### src/rtl/text_write_ctrl_if.sv
// Host character handshake and screen/colour RAM write bus
// for the text-mode write controller.
interface text_write_ctrl_if;
  logic        char_valid_i;
  logic [7:0]  char_data_i;
  logic [7:0]  colr_i;
  logic        char_ready_o;
  logic [11:0] wr_addr_o;
  logic [7:0]  wr_char_o;
  logic [7:0]  wr_colr_o;
  logic        wren_ms_o;
  logic        wren_mc_o;

  modport master (
    output char_valid_i,
    output char_data_i,
    output colr_i,
    input  char_ready_o,
    input  wr_addr_o,
    input  wr_char_o,
    input  wr_colr_o,
    input  wren_ms_o,
    input  wren_mc_o
  );

  modport slave (
    input  char_valid_i,
    input  char_data_i,
    input  colr_i,
    output char_ready_o,
    output wr_addr_o,
    output wr_char_o,
    output wr_colr_o,
    output wren_ms_o,
    output wren_mc_o
  );
endinterface

### src/rtl/text_write_ctrl.sv
// Text-mode write controller: places host characters into screen
// and colour RAMs, handles CR/LF/BS/FF and full-screen clears.
module text_write_ctrl #(
  parameter int         COLS       = 80,
  parameter int         ROWS       = 25,
  parameter bit         CLR_ON_RST = 1'b1,
  parameter logic [7:0] RST_COLR   = 8'h07
) (
  input  logic              clk,
  input  logic              rst_n,
  text_write_ctrl_if.slave  bus,
  output logic [6:0]        cursor_x_o,
  output logic [4:0]        cursor_y_o,
  output logic              busy_o
);

  typedef enum logic [1:0] {
    IDLE,
    WRITE,
    CLEAR
  } state_t;

  localparam logic [6:0] XMAX = 7'(COLS - 1);
  localparam logic [4:0] YMAX = 5'(ROWS - 1);
  localparam logic [7:0] SPC  = 8'h20;

  state_t      state_q;
  logic        init_q;
  logic        ready_q;
  logic        busy_q;
  logic        wren_q;
  logic        last_q;
  logic [6:0]  cx_q;
  logic [4:0]  cy_q;
  logic [6:0]  clx_q;
  logic [4:0]  cly_q;
  logic [11:0] addr_q;
  logic [7:0]  char_q;
  logic [7:0]  colr_q;
  logic [7:0]  clcol_q;

  logic [6:0]  nx_d;
  logic [4:0]  ny_d;
  logic [4:0]  lfy_d;
  logic        acc;
  logic        is_bs;
  logic        is_lf;
  logic        is_ff;
  logic        is_cr;

  assign lfy_d = (cy_q == YMAX) ? 5'd0 : cy_q + 5'd1;
  assign nx_d  = (cx_q == XMAX) ? 7'd0 : cx_q + 7'd1;
  assign ny_d  = (cx_q == XMAX) ? lfy_d : cy_q;

  assign acc   = bus.char_valid_i & ready_q;
  assign is_bs = bus.char_data_i == 8'h08;
  assign is_lf = bus.char_data_i == 8'h0A;
  assign is_ff = bus.char_data_i == 8'h0C;
  assign is_cr = bus.char_data_i == 8'h0D;

  always_ff @(posedge clk or negedge rst_n) begin
    if (!rst_n) begin
      state_q <= IDLE;
      init_q  <= 1'b1;
      ready_q <= 1'b0;
      busy_q  <= 1'b0;
      wren_q  <= 1'b0;
      last_q  <= 1'b0;
      cx_q    <= '0;
      cy_q    <= '0;
      clx_q   <= '0;
      cly_q   <= '0;
      addr_q  <= '0;
      char_q  <= '0;
      colr_q  <= '0;
      clcol_q <= '0;
    end else begin
      wren_q <= 1'b0;
      unique case (state_q)
        IDLE: begin
          if (init_q) begin
            init_q <= 1'b0;
            if (CLR_ON_RST) begin
              state_q <= CLEAR;
              busy_q  <= 1'b1;
              clcol_q <= RST_COLR;
              clx_q   <= '0;
              cly_q   <= '0;
              last_q  <= 1'b0;
            end else begin
              ready_q <= 1'b1;
            end
          end else if (acc) begin
            ready_q <= 1'b0;
            busy_q  <= 1'b1;
            state_q <= WRITE;
            unique case (1'b1)
              is_ff: begin
                state_q <= CLEAR;
                clcol_q <= bus.colr_i;
                clx_q   <= '0;
                cly_q   <= '0;
                last_q  <= 1'b0;
              end
              is_cr: cx_q <= '0;
              is_lf: begin
                cx_q <= '0;
                cy_q <= lfy_d;
              end
              is_bs: begin
                // Backspace at column 0 is a silent no-op.
                if (cx_q != 7'd0) begin
                  cx_q   <= cx_q - 7'd1;
                  addr_q <= {cy_q, 7'(cx_q - 7'd1)};
                  char_q <= SPC;
                  colr_q <= bus.colr_i;
                  wren_q <= 1'b1;
                end
              end
              default: begin
                addr_q <= {cy_q, cx_q};
                char_q <= bus.char_data_i;
                colr_q <= bus.colr_i;
                wren_q <= 1'b1;
                cx_q   <= nx_d;
                cy_q   <= ny_d;
              end
            endcase
          end
        end
        WRITE: begin
          state_q <= IDLE;
          ready_q <= 1'b1;
          busy_q  <= 1'b0;
        end
        CLEAR: begin
          if (last_q) begin
            state_q <= IDLE;
            ready_q <= 1'b1;
            busy_q  <= 1'b0;
            cx_q    <= '0;
            cy_q    <= '0;
          end else begin
            wren_q <= 1'b1;
            addr_q <= {cly_q, clx_q};
            char_q <= SPC;
            colr_q <= clcol_q;
            if (clx_q == XMAX) begin
              clx_q <= '0;
              if (cly_q == YMAX) last_q <= 1'b1;
              else               cly_q  <= cly_q + 5'd1;
            end else begin
              clx_q <= clx_q + 7'd1;
            end
          end
        end
        default: state_q <= IDLE;
      endcase
    end
  end

  assign bus.char_ready_o = ready_q;
  assign bus.wr_addr_o    = addr_q;
  assign bus.wr_char_o    = char_q;
  assign bus.wr_colr_o    = colr_q;
  assign bus.wren_ms_o    = wren_q;
  assign bus.wren_mc_o    = wren_q;
  assign cursor_x_o       = cx_q;
  assign cursor_y_o       = cy_q;
  assign busy_o           = busy_q;

endmodule

### src/flat_wrapper.sv
// flat-port wrapper written by rule: the top's interface ports become plain ports
module text_write_ctrl_flat 
#(
  parameter int         COLS       = 80,
  parameter int         ROWS       = 25,
  parameter bit         CLR_ON_RST = 1'b1,
  parameter logic [7:0] RST_COLR   = 8'h07
)
  (clk, rst_n, cursor_x_o, cursor_y_o, busy_o, bus_char_valid_i, bus_char_data_i, bus_colr_i, bus_char_ready_o, bus_wr_addr_o, bus_wr_char_o, bus_wr_colr_o, bus_wren_ms_o, bus_wren_mc_o);
  text_write_ctrl_if bus_i ();
  input  logic clk;
  input  logic rst_n;
  output logic [6:0] cursor_x_o;
  output logic [4:0] cursor_y_o;
  output logic busy_o;
  input wire logic [$bits(bus_i.char_valid_i)-1:0] bus_char_valid_i;
  input wire logic [$bits(bus_i.char_data_i)-1:0] bus_char_data_i;
  input wire logic [$bits(bus_i.colr_i)-1:0] bus_colr_i;
  output wire logic [$bits(bus_i.char_ready_o)-1:0] bus_char_ready_o;
  output wire logic [$bits(bus_i.wr_addr_o)-1:0] bus_wr_addr_o;
  output wire logic [$bits(bus_i.wr_char_o)-1:0] bus_wr_char_o;
  output wire logic [$bits(bus_i.wr_colr_o)-1:0] bus_wr_colr_o;
  output wire logic [$bits(bus_i.wren_ms_o)-1:0] bus_wren_ms_o;
  output wire logic [$bits(bus_i.wren_mc_o)-1:0] bus_wren_mc_o;
  assign bus_i.char_valid_i = bus_char_valid_i;
  assign bus_i.char_data_i = bus_char_data_i;
  assign bus_i.colr_i = bus_colr_i;
  assign bus_char_ready_o = bus_i.char_ready_o;
  assign bus_wr_addr_o = bus_i.wr_addr_o;
  assign bus_wr_char_o = bus_i.wr_char_o;
  assign bus_wr_colr_o = bus_i.wr_colr_o;
  assign bus_wren_ms_o = bus_i.wren_ms_o;
  assign bus_wren_mc_o = bus_i.wren_mc_o;
  text_write_ctrl #(.COLS(COLS), .ROWS(ROWS), .CLR_ON_RST(CLR_ON_RST), .RST_COLR(RST_COLR)) u_core (.clk(clk), .rst_n(rst_n), .bus(bus_i), .cursor_x_o(cursor_x_o), .cursor_y_o(cursor_y_o), .busy_o(busy_o));
endmodule
### config.mk
export PLATFORM = sky130hd
export DESIGN_NAME = text_write_ctrl_flat
export DESIGN_NICKNAME = d
export VERILOG_FILES = /design/src/rtl/text_write_ctrl_if.sv /design/src/rtl/text_write_ctrl.sv /design/src/flat_wrapper.sv
export SDC_FILE = /design/constraint.sdc
export NUM_CORES = 1
export LEC_CHECK = 0
export CORE_UTILIZATION = 55
export CTS_CLUSTER_DIAMETER = 120
export DETAILED_ROUTE_END_ITERATION = 7
export GPL_ROUTABILITY_DRIVEN = 0
export PLACE_DENSITY = 0.82
export REMOVE_ABC_BUFFERS = 1
export SLEW_MARGIN = 15
export SYNTH_ARGS = -nofsm -noshare
export SYNTH_HDL_FRONTEND = slang
export SYNTH_SLANG_ARGS = --single-unit
### constraint.sdc
create_clock -name clk -period 5.45 [get_ports clk]
set_input_delay 1.635 -clock clk [delete_from_list [all_inputs] [get_ports clk]]
set_output_delay 1.635 -clock clk [all_outputs]
set_load 0.02 [all_outputs]
==> results by group <==
Run status
  • Outcome: finished clean

Die
  • Row cnt: 30
  • Chip Height: 86.17 microns
  • I/O Pins: 63
  • Die area: 0.007424 sq mm
  • Starting Density: 0.5703
  • Chip Width: 86.17 microns
  • Core ar.: 0.006832 sq mm

Detailed routing
  • First DRT Iteration DRCs: 160
  • Met3 wire length: 434 microns
  • Top sig layer: met4
  • Met2 wire len: 4471 microns
  • Wire per inst: 16.76 microns
  • Vias: 3239
  • Routed Antenna Nets: 0
  • TritonRoute pass-1 iters: 4
  • Post-route DRC violation count: 0
  • Wirelength, routed: 9036 microns
  • Metal1 wirelength: 3945 microns
  • Vias per cell: 6.009

Timing
  • RSZ-0062 raised after global routing: false
  • Final hold slack: 0.5073 ns
  • Post-Route Skew: 0.009737 ns
  • Slew margin rel.: 0.2688
  • Final Hold Viols: 0
  • Tcrit/Tclk final: 0.7301
  • Min cycle time layout: 3.979 ns
  • Final setup margin: 1.471 ns
  • Fmax: 251.3 MHz
  • Setup Total Neg Slack: 0 ns
  • Max-slew violation count: 0
  • Worst Tran Pin Value: 1.097 ns
  • # setup viols final: 0

CTS
  • Post-CTS setup buffers: 0
  • Clk buf depth: 2
  • CTS tree: built
  • Clock root cell: clkbuf_8
  • Register clock-pin slew on the reported worst setup and hold paths: 0.07 ns
  • CTS hold repair buffers: 0
  • TritonCTS buffer count: 9
  • H-tree Lvls: 3
  • CTS sink cnt: 67
  • Clock Latency Late Sink: 0.35 ns
  • Post_cts resized: 0

Job
  • Max cap viols: 0

Yosys
  • Post-Syn Area: 0.003896 sq mm
  • Syn Area/Cell: 10.25 sq um
  • Ys async rst share: 1.000
  • Post-synth EDFFs: 0
  • YS warnings: 0
  • Main synth FF type: dfrtp_1
  • Number of unique standard cell types used by synthesis: 64
  • Yosys reg bits: 67
  • Register area share after synthesis: 0.4306
  • Gate Count Post-Synth: 380

Critical path
  • Worst stage delay on the critical path: 0.75 ns
  • Critical Path Fanout Max: 22
  • Crit Path Category: primary input to flip-flop
  • Slowest stage cell, crit path: nor4b_1
  • WP data required: 5.68 ns
  • CP cell instances: clkdlybuf4s50_1 > nor4b_1 > nand3_1 > o211ai_4 > buf_4 > mux2_2
  • Crit path DAT: 4.21 ns
  • CP Capture Type: flip-flop
  • Element type at the critical path start: primary input

Place
  • PortBufs: 62
  • Post-DP HPWL: 6310 microns
  • Post-place setup slack: 1.139 ns

Final layout
  • Commonest non-fill, non-tap cell in the layout: dfrtp_1
  • Share of cells above drive strength 1: 0.1806
  • Commonest non-fill, non-tap cells in the layout: 66 x dfrtp_1, 61 x clkdlybuf4s50_1, 42 x mux2_2
  • Post-layout nets: 468
  • Synth-to-Final Area Change: 22.83%
  • # diodes: 0
  • Fillers: 509

Global routing
  • Global route overflow: 0
  • First-pass GRT wire length: 15360 microns
  • Vias in the first global route: 3199
  • Largest net degree at the start of global routing: 58
  • Initial antenna violation count: 0
  • GRT Util Overall: 0.2649

Power
  • Leak: 0.002138 uW
  • PwrDens: 209.3 mW/mm^2
  • Max rail drop VDD: 0.0002016 V
  • Tot Pwr: 1002 uW

Min path
  • Hold Crit Class: flip-flop to flip-flop
## sequential cells by signal, summed over array words and instances, names as in the netlist, 2 cells and up
| register | count |
|---|---|
| u_core.bus.wr_addr_o | 12 |
| u_core.cly_q | 5 |
| u_core.cursor_y_o | 5 |
| u_core.clcol_q | 8 |
| u_core.clx_q | 7 |
| u_core.cursor_x_o | 7 |
| u_core.state_q | 2 |
| u_core.bus.wr_char_o | 8 |
| u_core.bus.wr_colr_o | 8 |
## synth_stat cells (all sizes together), types with 6 or more instances
master | count | share of area
nand2 | 28 | 0.027
o21a | 6 | 0.012
o21ai | 32 | 0.042
o31ai | 12 | 0.027
a21oi | 12 | 0.015
mux2 | 42 | 0.12
clkbuf | 13 | 0.013
nor3 | 11 | 0.014
nor2b | 10 | 0.016
nand3 | 12 | 0.015
or3 | 6 | 0.0096
ha | 11 | 0.035
and3 | 8 | 0.013
nor2 | 17 | 0.016
dfrtp | 66 | 0.42
inv | 14 | 0.013
## worst max-delay path: cells and delay by family
family | cells | cell delay, ns
buffers and inverters | 2 | 0.83
AND/OR/NAND/NOR | 2 | 0.99
multiplexers | 1 | 0.38
AO/OA/AOI/OAI | 1 | 0.36
## cell type report
| cell class | count | area (sq um) | area share |
|---|---|---|---|
| multi-input cells | 280 | 2076 | 0.4337 |
| clock inverters | 6 | 90.09 | 0.01882 |
| clock buffers | 10 | 127.6 | 0.02667 |
| repair buffers | 65 | 638.1 | 0.1333 |
| flip-flops and latches | 67 | 1678 | 0.3506 |
| inverters | 15 | 56.30 | 0.01176 |
| well taps | 96 | 120.1 | 0.02510 |
## layer usage
layer,vias up,global-route usage
met5,-,0
met4,0,0.1258
met3,17,0.03561
met2,89,0.4228
met1,1619,0.3584
li1,1514,-
## final timing paths
kind,depth (start not counted),startpoint,endpoint,slack [ns]
min,1,u_core.bus.wr_addr_o[5]$_DFFE_PN0P_,u_core.bus.wr_addr_o[5]$_DFFE_PN0P_,0.51
max in group asynchronous,2,rst_n,u_core.init_q$_DFFE_PN1P_,3.16
max reg2reg,7,u_core.state_q[0]$_DFFE_PN0P_,u_core.cly_q[0]$_DFFE_PN0P_,2.31
min in group asynchronous,1,rst_n,u_core.cursor_x_o[3]$_DFFE_PN0P_,1.34
max,6,bus_char_data_i[4],u_core.bus.wr_char_o[4]$_DFFE_PN0P_,1.47
min reg2reg,1,u_core.bus.wr_addr_o[5]$_DFFE_PN0P_,u_core.bus.wr_addr_o[5]$_DFFE_PN0P_,0.51
## kinds of logic after synthesis
group,count (synthesis),share of synthesized area
DFF,67,0.4306
buffers and inverters,33,0.03725
and+or+nand+nor,123,0.1808
xor gates and xnor gates,5,0.01124
adders and majority gates,11,0.03532
muxes,47,0.1342
AOI/OAI and AO/OA,94,0.1705
## per-stage QoR
step | area (sq um) | util | std cells
after CTS | 4786 | 0.7005 | 539
after global placement | 4568 | 0.6687 | 523
after global routing | 4786 | 0.7005 | 539
after detailed placement | 4568 | 0.6687 | 523
final | 4786 | 0.7005 | 539
after floorplan | 3807 | - | 362
## power by group
part           leakage [uW]  internal, uW  switching [uW]
Sequential         0.000875           497           0.261
Combinational       0.00116          18.8            24.3
Clock              0.000106           258             203
Total               0.00214           774             227
No activity file was read; power rests on OpenSTA's default activity.
